--- src/rtl/if_id_queue.sv ---
// IF/ID decoupling queue: DEPTH-entry FIFO of {pc, instr} between fetch and decode.
// An empty queue presents pc=0 and a NOP so decode always sees a harmless word.
module if_id_queue #(
  parameter int unsigned     XLEN  = 32,
  parameter int unsigned     ILEN  = 32,
  parameter int unsigned     DEPTH = 4,
  parameter logic [ILEN-1:0] NOP   = ILEN'(32'h00000013)
) (
  input  logic                       clk,
  input  logic                       rst,
  input  logic                       flush_i,
  input  logic                       if_valid_i,
  input  logic [XLEN-1:0]            if_pc_i,
  input  logic [ILEN-1:0]            if_instr_i,
  output logic                       if_ready_o,
  output logic                       id_valid_o,
  output logic [XLEN-1:0]            id_pc_o,
  output logic [ILEN-1:0]            id_instr_o,
  input  logic                       id_ready_i,
  output logic [$clog2(DEPTH+1)-1:0] count_o
);

  localparam int unsigned PTR_W = $clog2(DEPTH);
  localparam int unsigned CNT_W = $clog2(DEPTH+1);

  logic [XLEN-1:0]  pc_mem    [DEPTH];
  logic [ILEN-1:0]  instr_mem [DEPTH];
  logic [PTR_W-1:0] wr_ptr;
  logic [PTR_W-1:0] rd_ptr;
  logic [CNT_W-1:0] count;
  logic             full;
  logic             empty;
  logic             push;
  logic             pop;

  function automatic logic [CNT_W-1:0] next_count(input logic [CNT_W-1:0] cur,
                                                  input logic inc,
                                                  input logic dec);
    next_count = cur + CNT_W'(inc) - CNT_W'(dec);
  endfunction

  function automatic logic [PTR_W-1:0] ptr_inc(input logic [PTR_W-1:0] ptr);
    // DEPTH is a power of two, so natural overflow gives the modulo wrap.
    ptr_inc = ptr + PTR_W'(1);
  endfunction

  // Ready depends only on state, so a full queue refuses even when popping.
  assign full       = (count == CNT_W'(DEPTH));
  assign empty      = (count == '0);
  assign if_ready_o = !full;
  assign id_valid_o = !empty;
  assign push       = if_valid_i && if_ready_o;
  assign pop        = id_valid_o && id_ready_i;
  assign count_o    = count;

  assign id_pc_o    = empty ? '0  : pc_mem[rd_ptr];
  assign id_instr_o = empty ? NOP : instr_mem[rd_ptr];

  // Control state: reset and flush both return the queue to empty.
  always_ff @(posedge clk) begin
    if (rst || flush_i) begin
      wr_ptr <= '0;
      rd_ptr <= '0;
      count  <= '0;
    end else begin
      if (push) wr_ptr <= ptr_inc(wr_ptr);
      if (pop)  rd_ptr <= ptr_inc(rd_ptr);
      count <= next_count(count, push, pop);
    end
  end

  // Storage is never cleared; a push in a reset or flush cycle is dropped.
  always_ff @(posedge clk) begin
    if (push && !rst && !flush_i) begin
      pc_mem[wr_ptr]    <= if_pc_i;
      instr_mem[wr_ptr] <= if_instr_i;
    end
  end

endmodule

--- config.mk ---
export PLATFORM = sky130hd
export DESIGN_NAME = if_id_queue
export DESIGN_NICKNAME = d
export VERILOG_FILES = /design/src/rtl/if_id_queue.sv
export SDC_FILE = /design/constraint.sdc
export NUM_CORES = 1
export LEC_CHECK = 0
export BUFFER_PORTS_ARGS = -buffer_cell sky130_fd_sc_hd__clkbuf_2
export CELL_PAD_IN_SITES_DETAIL_PLACEMENT = 1
export CELL_PAD_IN_SITES_GLOBAL_PLACEMENT = 2
export CORE_MARGIN = 3
export CORE_UTILIZATION = 44
export CTS_CLUSTER_SIZE = 30
export DETAILED_ROUTE_END_ITERATION = 10
export PLACE_DENSITY = 0.87
export SETUP_SLACK_MARGIN = 0.05
export SYNTH_ARGS = -nofsm -noshare
export SYNTH_HDL_FRONTEND = slang
export SYNTH_SLANG_ARGS = --single-unit
--- constraint.sdc ---
create_clock -name clk -period 3.1 [get_ports clk]
set_input_delay 0.31 -clock clk [delete_from_list [all_inputs] [get_ports clk]]
set_output_delay 0.31 -clock clk [all_outputs]
set_load 0.02 [all_outputs]
==> run metrics, run 1 <==
area growth from synthesis to layout=25.2%; post-synthesis async set-or-reset flop share=0%; main flop type after synthesis=sky130_fd_sc_hd__edfxtp_1; register area share after synthesis=between 70 and 80%; top cells by area, synth=sky130_fd_sc_hd__edfxtp_1, sky130_fd_sc_hd__mux4_2, sky130_fd_sc_hd__and2_1; post-synthesis instance area=about 10000 sq um; number of hold violations in the final report=0; Critical Path AT=2.40 ns; Crit Path Category=register to output port; number of iterations in the first detailed-routing pass=4; number of maximum-capacitance violations=0; starting DRC count in detailed routing=approximately 260; number of nets at the end of the flow=around 750; post-synthesis compound-gate area fraction=less than 1%; top post-synthesis cells by count=sky130_fd_sc_hd__edfxtp_1, sky130_fd_sc_hd__and2_1, sky130_fd_sc_hd__mux4_2; area share of and/or/nand/nor cells after synthesis=around 5%; total number of placement rows=55; Yosys warning total=0; area of the die=25100 sq um; post-route minimum period=around 2.7 ns; postcts setup bufs=0; Detailed Route WL=21900 um; number of enable flip-flop cells after synthesis=around 260; detailed placer's ending HPWL=about 13000 um; Starting Density=approximately 45%; post-route setup TNS=0 ns; main combinational cell family by area after synthesis=multiplexers; Syn Nets=approximately 530; max frequency=roughly 0.37 GHz; Final Max Tran Viols=0; Int Power=~0.0064 W; Cell variety after synth=28; routed length per instance=between 20 and 25 um; largest net degree at the start of global routing=between 60 and 70; Num CTS Buffers=27; vias after detailed routing=5118; utilization after layout=between 50% and 60%; WHS=0.0266 ns; multiplexer area fraction after synthesis=around 14%; drc violations=0; number of input and output port buffers inserted=~140; average via count per standard cell=5.24; CP Capture Type=output port; Synth Instances=between 400 and 500; die span in x=between 150 and 200 um; setup repair after global routing missed its margin=no; worst path required time=2.79 ns; antenna cells=0; Crit Path Max Fanout=45; clock network fraction of design power=between 40% and 50%; status=complete, no violations; Leak Pwr=around 4.4 nW; type of the worst min-delay path=primary input to register; worst slew pin tran=between 0.6 and 0.7 ns; Cell Chain, Critical Path=buf_4 > mux4_2 > and2_1 > clkbuf_2; share of layout cells above drive strength 1=approximately two fifths; CTS tree=yes; # H-tree levels=1; ratio of final minimum period to clock period=between 80% and 90%; Crit-path slowest cell=sky130_fd_sc_hd__dfxtp_4; clock insertion delay at the later pin of the skew report=between 0.5 and 0.6 ns; switching fraction of total power=a little over a fifth; fraction of synthesized cell area taken by the top area cell type=approximately 75%; maximum ir drop on the vdd rail=approximately 600 uV; Critical Path Source Type=register; Pwr per Cell Area=around 630 nW/um^2; number of clock sinks=~270; number of antenna violations at the first check in global routing=0; critical path's largest stage delay=around 0.79 ns; maximum buffer depth of the clock tree=3; via count of the first global-routing pass=slightly below 6000; Std-Cell Core Area=22700 sq um; #FFs+latches synth=265; final weighted congestion in routability-driven placement=between 0.7 and 0.8; gr usage total=approximately 18%; die span in y=between 150 and 200 um; leading cell type by number of instances after synthesis=sky130_fd_sc_hd__edfxtp_1; ANT nets after route=0; net switching power figure=0.00171 W; # IOs=138; Final Setup Violations=0; library cell used as clock root buffer=sky130_fd_sc_hd__clkbuf_16; global-route congestion overflow total=0; maximum clock skew at final layout=around 0.025 ns; Slew HR=a little over half; syn avg cell area=between 20 and 25 sq um; post-synthesis share of cell area spent on full adders, half adders and majority gates=0.931%; area leader, netlist=sky130_fd_sc_hd__edfxtp_1; xor and xnor fraction of the mapped netlist area=less than 1%; global-route wire length before repair=~33000 um; portion of total power attributed to sequential cells=about half; clock-pin slew of the registers on the worst-case setup and hold paths=approximately 0.060 ns; proportion of power drawn by combinational gates=under 10%
[cell families (layout without fill, tap and decap cells)]
| family | count (synthesis) | in the layout |
|---|---|---|
| xor+xnor | 3 | 3 |
| buf+inv | 28 | 265 |
| fa+ha+maj | 7 | 7 |
| flops | 265 | 265 |
| compound gates | 5 | 5 |
| mux | 64 | 64 |
| simple gates | 83 | 83 |
[layer usage]
layer | GRT usage (%) | part of all wire [%]
met1 | 21.7 | 40
met2 | 32.5 | 54
met3 | 3.48 | 4.6
met4 | 3.56 | 1.6
met5 | 0 | 0
[cell usage in the layout (no fill, tap or decap), types with 3 or more instances in the layout]
master,instances
sky130_fd_sc_hd__clkinv_2,5
sky130_fd_sc_hd__buf_4,14
sky130_fd_sc_hd__clkinv_1,5
sky130_fd_sc_hd__ha_1,6
sky130_fd_sc_hd__mux4_1,4
sky130_fd_sc_hd__and3_4,4
sky130_fd_sc_hd__buf_12,5
sky130_fd_sc_hd__inv_1,6
sky130_fd_sc_hd__edfxtp_1,256
sky130_fd_sc_hd__clkbuf_16,27
sky130_fd_sc_hd__bufinv_16,7
sky130_fd_sc_hd__mux4_2,60
sky130_fd_sc_hd__or2_1,3
sky130_fd_sc_hd__dlygate4sd3_1,52
sky130_fd_sc_hd__and2_1,65
sky130_fd_sc_hd__clkbuf_2,137
sky130_fd_sc_hd__nand2_1,3
sky130_fd_sc_hd__dfxtp_1,7
[cell type report]
class | instances | area [sq um]
Sequential cell | 265 | 7880
Clock inverter | 21 | 287
Tap cell | 285 | 357
Inverter | 7 | 26.3
Multi-Input combinational cell | 162 | 2140
Fill cell | 2017 | 9930
Clock buffer | 29 | 683
Timing Repair Buffer | 208 | 1410
[critical path: cells and delay by family (launching register included)]
| family | cells | cell delay, ns |
|---|---|---|
| AND/OR/NAND/NOR | 1 | 0.21 |
| flip-flops | 1 | 0.79 |
| multiplexers | 1 | 0.33 |
| buffers and inverters | 2 | 0.52 |
[what timing repair did]
action / 4_1_cts / 5_1_grt
resized for setup: 0 / 0
hold buffers: 52 / 0
endpoints found under the setup margin: 0 / 0
hold endpoints to repair: 199 / 0
[per-stage QoR]
step | area [sq um] | setup WS (ns) | power, W | instances
floorplan | 10200 | 0.579 | 0.00439 | 455
global placement | 11300 | 0.731 | 0.00460 | 875
detailed placement | 11300 | 0.591 | 0.00463 | 875
CTS | 12800 | 0.343 | 0.00820 | 977
global route | 12800 | 0.286 | 0.00838 | 977
finish | 12800 | 0.386 | 0.00811 | 977
[power groups by stage]
stage	Clock [W]	Sequential, W	Combinational (W)
6_report	0.00351	0.00399	0.000613
5_1_grt	0.00371	0.00399	0.000668
4_1_cts	0.00358	0.00399	0.000624
3_5_place_dp	0	0.00407	0.000564
3_3_place_gp	0	0.00406	0.000542
2_1_floorplan	0	0.00406	0.000329
[state kept, by name, summed over array words and instances, names as in the netlist, named ones only]
register and flops:
pc_mem 128, rd_ptr 2, count_o 3, instr_mem 128, wr_ptr 2
[worst paths after layout]
path | startpoint | end | slack, ns | depth (start not counted)
setup / recovery | register | id_instr_o[25] | 0.39 | 4
hold / removal | if_pc_i[22] | pc_mem[0][22] | 0.03 | 1
setup reg to reg | count_o[2] | count_o[2] | 0.59 | 10
hold reg to reg | wr_ptr[1] | wr_ptr[1] | 0.50 | 2
(Power assumes the default switching activity.)
==> run 2: changes to the inputs <==
--- a/config.mk
+++ b/config.mk
@@ -5,14 +5,15 @@
 export SDC_FILE = /design/constraint.sdc
 export NUM_CORES = 1
 export LEC_CHECK = 0
+export ABC_AREA = 1
 export BUFFER_PORTS_ARGS = -buffer_cell sky130_fd_sc_hd__clkbuf_2
 export CELL_PAD_IN_SITES_DETAIL_PLACEMENT = 1
 export CELL_PAD_IN_SITES_GLOBAL_PLACEMENT = 2
 export CORE_MARGIN = 3
-export CORE_UTILIZATION = 44
+export CORE_UTILIZATION = 38
 export CTS_CLUSTER_SIZE = 30
 export DETAILED_ROUTE_END_ITERATION = 10
-export PLACE_DENSITY = 0.87
+export PLACE_DENSITY = 0.88
 export SETUP_SLACK_MARGIN = 0.05
 export SYNTH_ARGS = -nofsm -noshare
 export SYNTH_HDL_FRONTEND = slang
==> run 2 against run 1 <==
  * Critical path depth increased by 2
  * First-iteration DRC count increased by 55%
  * Hold slack improved by 0.0022 ns
  * Via count increased by 54%
  * Cell count increased by 71%
  * Clock power decreased by 14%
  * Register-to-register slack improved by 0.51 ns
  * Flip-flop and latch count unchanged
  * Combinational power increased by 3.9%
  * Count of clock-buffer cells in the layout increased by 8
  * Die area increased by 27%
==> run metrics, run 2 <==
post-synthesis instance area=roughly 11000 sq um; Cell Area, Placed=12500 sq um; number of antenna violations at the first check in global routing=1; clock-pin slew of the registers on the worst-case setup and hold paths=~0.06 ns; CP Capture Type=output port; syn avg cell area=between 10 and 15 sq um; Crit Path Category=register to output port; maximum buffer depth of the clock tree=3; Reg2Reg Launch Point=count_o[1]; average via count per standard cell=4.71; Critical Path AT=2.38 ns; number of maximum-capacitance violations=0; leading cell type by number of instances after synthesis=sky130_fd_sc_hd__inv_1; drc violations=0; Syn Nets=between 1000 and 1500; starting DRC count in detailed routing=between 300 and 400; top cells by area, synth=sky130_fd_sc_hd__edfxtp_1, sky130_fd_sc_hd__inv_1, sky130_fd_sc_hd__nand2_1; fin cells=1667; Std-Cell Core Area=roughly 29000 sq um; die span in x=between 150 and 200 um; ANT nets after route=0; Cell Chain, Critical Path=nor2_1 > nand2_2 > inv_2 > buf_4 > a21oi_1 > clkbuf_2; gr usage total=17.9%; number of clock sinks=265; most frequent cells in the layout=sky130_fd_sc_hd__inv_1, sky130_fd_sc_hd__nand2_1, sky130_fd_sc_hd__edfxtp_1; post-route minimum period=2.69 ns; number of input and output port buffers inserted=approximately 140; filler instances=roughly 3200; max frequency=about 0.37 GHz; global-route wire length before repair=between 40000 and 50000 um; postcts setup bufs=0; Num CTS Buffers=29; die span in y=~180 um; Pwr per Cell Area=552 nW/um^2; Detailed Route WL=roughly 28000 um; area growth from synthesis to layout=22.7%; # IOs=138; routed length per instance=about 17 um; worst path required time=between 2 and 3 ns; Final Max Tran Viols=0; via count of the first global-routing pass=roughly 8400; Final Setup Violations=0; fraction of synthesized cell area taken by the top area cell type=roughly two thirds; commonest non-fill, non-tap cell in the layout=sky130_fd_sc_hd__inv_1; #FFs+latches synth=265; register area=7870 sq um; antenna cells=0; vias after detailed routing=slightly below 8000; worst hold path cell count=1; total number of placement rows=62; depth of the worst register-to-register path=5; type of the worst min-delay path=primary input to register; worst slew pin tran=0.871 ns; area leader, netlist=sky130_fd_sc_hd__edfxtp_1; main flop type after synthesis=sky130_fd_sc_hd__edfxtp_1; Crit-path slowest cell=sky130_fd_sc_hd__buf_4; Starting Density=slightly below 40%; post-synthesis async set-or-reset flop share=0%; placed cell count=~1600; area of the die=31800 sq um; CP Launch Point=count_o[1]; status=complete, no violations; largest net degree at the start of global routing=129; # H-tree levels=1; worst hold start=if_pc_i[8]; Cell variety after synth=16; library cell used as clock root buffer=sky130_fd_sc_hd__clkbuf_16; final standard cell area without fillers=13800 sq um; number of nets at the end of the flow=~1300; number of enable flip-flop cells after synthesis=roughly 260; setup repair after global routing missed its margin=no; Synth Instances=around 1100; global-route congestion overflow total=0; number of iterations in the first detailed-routing pass=5; Leak Pwr=~6.1 nW; critical path's largest stage delay=roughly 0.63 ns; CTS tree=yes; ratio of final minimum period to clock period=around 87%; register area share after synthesis=69.7%; maximum clock skew at final layout=around 0.009 ns; clock insertion delay at the later pin of the skew report=around 0.54 ns; Critical Path Source Type=register; share of layout cells above drive strength 1=between 10% and 20%; Crit Path Max Fanout=61; detailed placer's ending HPWL=between 15000 and 20000 um; Yosys warning total=0; top post-synthesis cells by count=sky130_fd_sc_hd__inv_1, sky130_fd_sc_hd__nand2_1, sky130_fd_sc_hd__edfxtp_1; Slew HR=41.9%; final weighted congestion in routability-driven placement=roughly 0.7; # resized after CTS=0; maximum ir drop on the vdd rail=between 400 and 500 uV; area occupied by multi-input gates=between 2000 and 2500 sq um; number of hold violations in the final report=0
==> run 2: cell types whose count changed after synthesis, moves of 3 or more <==
cell / before / now
sky130_fd_sc_hd__and2_1: 65 / 0
sky130_fd_sc_hd__inv_1: 6 / 266
sky130_fd_sc_hd__nor2_1: 1 / 15
sky130_fd_sc_hd__buf_4: 0 / 6
sky130_fd_sc_hd__or2_1: 3 / 0
sky130_fd_sc_hd__buf_12: 6 / 0
sky130_fd_sc_hd__mux4_2: 60 / 0
sky130_fd_sc_hd__mux4_1: 4 / 0
sky130_fd_sc_hd__nand2_1: 3 / 264
sky130_fd_sc_hd__and3_1: 4 / 0
sky130_fd_sc_hd__o211ai_1: 0 / 3
sky130_fd_sc_hd__buf_2: 6 / 35
sky130_fd_sc_hd__a21oi_1: 0 / 66
sky130_fd_sc_hd__nand3_1: 0 / 130
==> run 2: layout make-up <==
class	count	area share [%]
Clock inverter	12	0.407
Inverter	269	7.31
Multi-Input combinational cell	489	15.9
Tap cell	384	3.47
Timing Repair Buffer	211	10.6
Clock buffer	37	5.46
Sequential cell	265	56.9
==> run 2: layer usage <==
layer / share of wire (%) / global-route usage (%)
met5: 0.025 / 0
met4: 2.1 / 4.38
met3: 4.1 / 2.66
met2: 52 / 32.6
met1: 42 / 22.3
==> run 2: cell families (layout without fill, tap and decap cells) <==
kind of cell	count (synthesis)	count (layout)	share of synthesized area, %
buffers and inverters	316	529	11.1
AO/OA/AOI/OAI	72	72	3.26
AND/OR/NAND/NOR	410	410	15.1
adder cells (fa/ha/maj)	7	7	0.842
flip-flops	265	265	69.7
==> run 2: worst paths after layout <==
kind | end | slack [ns]
max | id_pc_o[0] | 0.41
min | pc_mem[0][8] | 0.03
min reg2reg | rd_ptr[0] | 0.48
max reg2reg | pc_mem[1][29] | 1.10
==> run 2: worst max-delay path, delay by kind of cell, from the launching register on <==
family | cells | cell delay [ns]
simple gates | 2 | 0.33
flops | 1 | 0.33
buf+inv | 3 | 0.94
compound gates | 1 | 0.22
==> run 2: repair_timing <==
item                       in CTS  in global routing
hold buffers                   56                  1
setup endpoints to repair       0                  0
hold endpoints to repair      222                  3
==> run 2: through the flow <==
| stage | power [W] | setup TNS (ns) | setup WS, ns | util (%) | hold slack [ns] |
|---|---|---|---|---|---|
| 4_1_cts | 0.00773 | 0 | 0.358 | 47.7 | 0.00106 |
| 5_1_grt | 0.00795 | 0 | 0.219 | 47.7 | 0.00618 |
| 6_report | 0.00765 | 0 | 0.410 | 47.7 | 0.0288 |
| 2_1_floorplan | 0.00440 | -28.21 | -0.110 | - | 0.409 |
| 3_3_place_gp | 0.00463 | 0 | 0.999 | 43.0 | 0.464 |
| 3_5_place_dp | 0.00465 | 0 | 0.943 | 43.0 | 0.475 |
==> run 2: power by group <==
part / switching, W / leakage [nW] / internal (W)
clock network: 0.00132 / 0.400 / 0.00170
registers: 0.0000135 / 2.39 / 0.00397
logic: 0.000427 / 3.32 / 0.000210
total: 0.00176 / 6.11 / 0.00588
==> run 3: changes to the inputs <==
--- a/config.mk
+++ b/config.mk
@@ -9,6 +9,7 @@
 export BUFFER_PORTS_ARGS = -buffer_cell sky130_fd_sc_hd__clkbuf_2
 export CELL_PAD_IN_SITES_DETAIL_PLACEMENT = 1
 export CELL_PAD_IN_SITES_GLOBAL_PLACEMENT = 2
+export CORE_ASPECT_RATIO = 0.5
 export CORE_MARGIN = 3
 export CORE_UTILIZATION = 38
 export CTS_CLUSTER_SIZE = 30
==> run 3 against run 2 <==
  * Sequential power about the same
  * Routed wire length is 0.82% lower
  * Clock power is 5% lower
  * Global-route usage shrank 0.22 points
  * Clock skew is 0.0097 ns higher
  * Critical path type unchanged
  * Critical endpoint is now id_pc_o[19]
==> run metrics, run 3 (synthesized netlist as in run 2, its figures left out) <==
type of the worst min-delay path=primary input to register; via count of the first global-routing pass=approximately 8600; switching fraction of total power=between 20% and 30%; total power draw=approximately 0.0075 W; Num CTS Buffers=26; Crit Path Max Fanout=between 60 and 70; Final Max Tran Viols=0; worst slew pin tran=between 0.8 and 0.9 ns; post-route minimum period=2.68 ns; Pwr per Cell Area=between 500 and 600 nW/um^2; net switching power figure=roughly 0.0017 W; Int Power=between 0.005 and 0.006 W; CTS Hold Bufs=60; # H-tree levels=1; commonest non-fill, non-tap cell in the layout=sky130_fd_sc_hd__inv_1; Critical Path Source Type=register; CTS tree=yes; postcts setup bufs=0; drc violations=0; # resized after CTS=0; number of hold violations in the final report=0; die span in x=250 um; area growth from synthesis to layout=22.0%; # IOs=around 140; worst setup slack after placement=between 0.7 and 0.8 ns; ANT nets after route=0; Final Setup Violations=0; maximum buffer depth of the clock tree=3; Starting Density=around 40%; Detailed Route WL=between 20000 and 30000 um; vias after detailed routing=roughly 7800; filler instances=just over 3000; area of the die=31900 sq um; CP Capture Type=output port; number of nets at the end of the flow=between 1000 and 1500; largest net degree at the start of global routing=between 100 and 150; average via count per standard cell=roughly 4.7; antenna cells=0; detailed placer's ending HPWL=approximately 16000 um; worst-case setup margin in the final layout=around 0.42 ns; WHS=approximately 0.030 ns; Critical Path AT=about 2.4 ns; gr usage total=between 10% and 20%; clock insertion delay at the later pin of the skew report=~0.54 ns; number of maximum-capacitance violations=0; worst path required time=~2.8 ns; portion of total power attributed to sequential cells=53.1%; die span in y=128 um; ratio of final minimum period to clock period=a little under nine tenths; clock network fraction of design power=between 30% and 40%; global-route congestion overflow total=0; Leak Pwr=roughly 6 nW; max frequency=about 0.37 GHz; starting DRC count in detailed routing=between 300 and 400; share of layout cells above drive strength 1=between 10% and 20%; clock-pin slew of the registers on the worst-case setup and hold paths=approximately 0.07 ns; maximum ir drop on the vdd rail=about 340 uV; maximum clock skew at final layout=approximately 0.019 ns; setup repair after global routing missed its margin=no; total number of placement rows=43; proportion of power drawn by combinational gates=under 10%; status=complete, no violations; global-route wire length before repair=between 40000 and 50000 um; final standard cell area without fillers=approximately 14000 sq um; utilization after layout=between 40% and 50%; final weighted congestion in routability-driven placement=approximately 0.73; number of antenna violations at the first check in global routing=0; routed length per instance=17.0 um; Crit Path Category=register to output port; Slew HR=approximately 41%; number of clock sinks=between 200 and 300; Cell Area, Placed=around 12000 sq um; Std-Cell Core Area=between 20000 and 30000 sq um; number of iterations in the first detailed-routing pass=5; number of input and output port buffers inserted=137; library cell used as clock root buffer=sky130_fd_sc_hd__clkbuf_16; most frequent cells in the layout=sky130_fd_sc_hd__inv_1, sky130_fd_sc_hd__nand2_1, sky130_fd_sc_hd__edfxtp_1
-- run 3: cell types whose count changed in the layout (fill, tap and decap cells not counted), sizes merged --
cell and delta:
clkinv +2, clkbuf -5, dlygate4sd3 +4, buf -4
-- run 3: cell type report --
type                    instances  area, sq um  share of cell area, %
clock buffers                  32          694                   5.04
clock inverters                14         65.1                  0.473
inverters                     269         1010                   7.35
multi-input cells             489         2200                   16.0
flip-flops and latches        265         7880                   57.2
well taps                     382          478                   3.47
repair buffers                211         1440                   10.5
-- run 3: critical path, cell delays in order (launching register included) --
cell	delay [ns]
sky130_fd_sc_hd__dfxtp_1	0.34
sky130_fd_sc_hd__nor2_1	0.18
sky130_fd_sc_hd__nand2_2	0.17
sky130_fd_sc_hd__inv_2	0.09
sky130_fd_sc_hd__buf_4	0.66
sky130_fd_sc_hd__a21oi_1	0.15
sky130_fd_sc_hd__clkbuf_2	0.21
-- run 3: worst paths after layout --
check / start / endpoint / slack, ns / cells after the start
worst max-delay path: count_o[1] / id_pc_o[19] / 0.42 / 6
worst min-delay path: if_pc_i[18] / pc_mem[2][18] / 0.03 / 1
worst max register to register: count_o[1] / pc_mem[2][17] / 0.94 / 5
worst min register to register: rd_ptr[0] / rd_ptr[0] / 0.50 / 2
-- run 3: power groups by stage --
stage          logic [W]  registers [W]  clock network, W
2_1_floorplan   0.000333        0.00407                 0
3_3_place_gp    0.000562        0.00406                 0
3_5_place_dp    0.000580        0.00406                 0
4_1_cts         0.000647        0.00399           0.00296
5_1_grt         0.000702        0.00399           0.00311
6_report        0.000640        0.00399           0.00288
-- run 3: through the flow --
step / TNS [ns] / std cells
finish: 0 / 1662
detailed placement: 0 / 1555
floorplan: -28.21 / 1070
global route: 0 / 1662
CTS: 0 / 1661
global placement: 0 / 1555
-- run 3: routing by layer --
layer	global-route usage [%]	part of all wire (%)	vias to the layer above
met5	0	0	-
met3	3.12	3.2	45
met4	4.70	2.0	0
li1	-	-	3779
met1	20.1	40	3905
met2	34.4	54	112
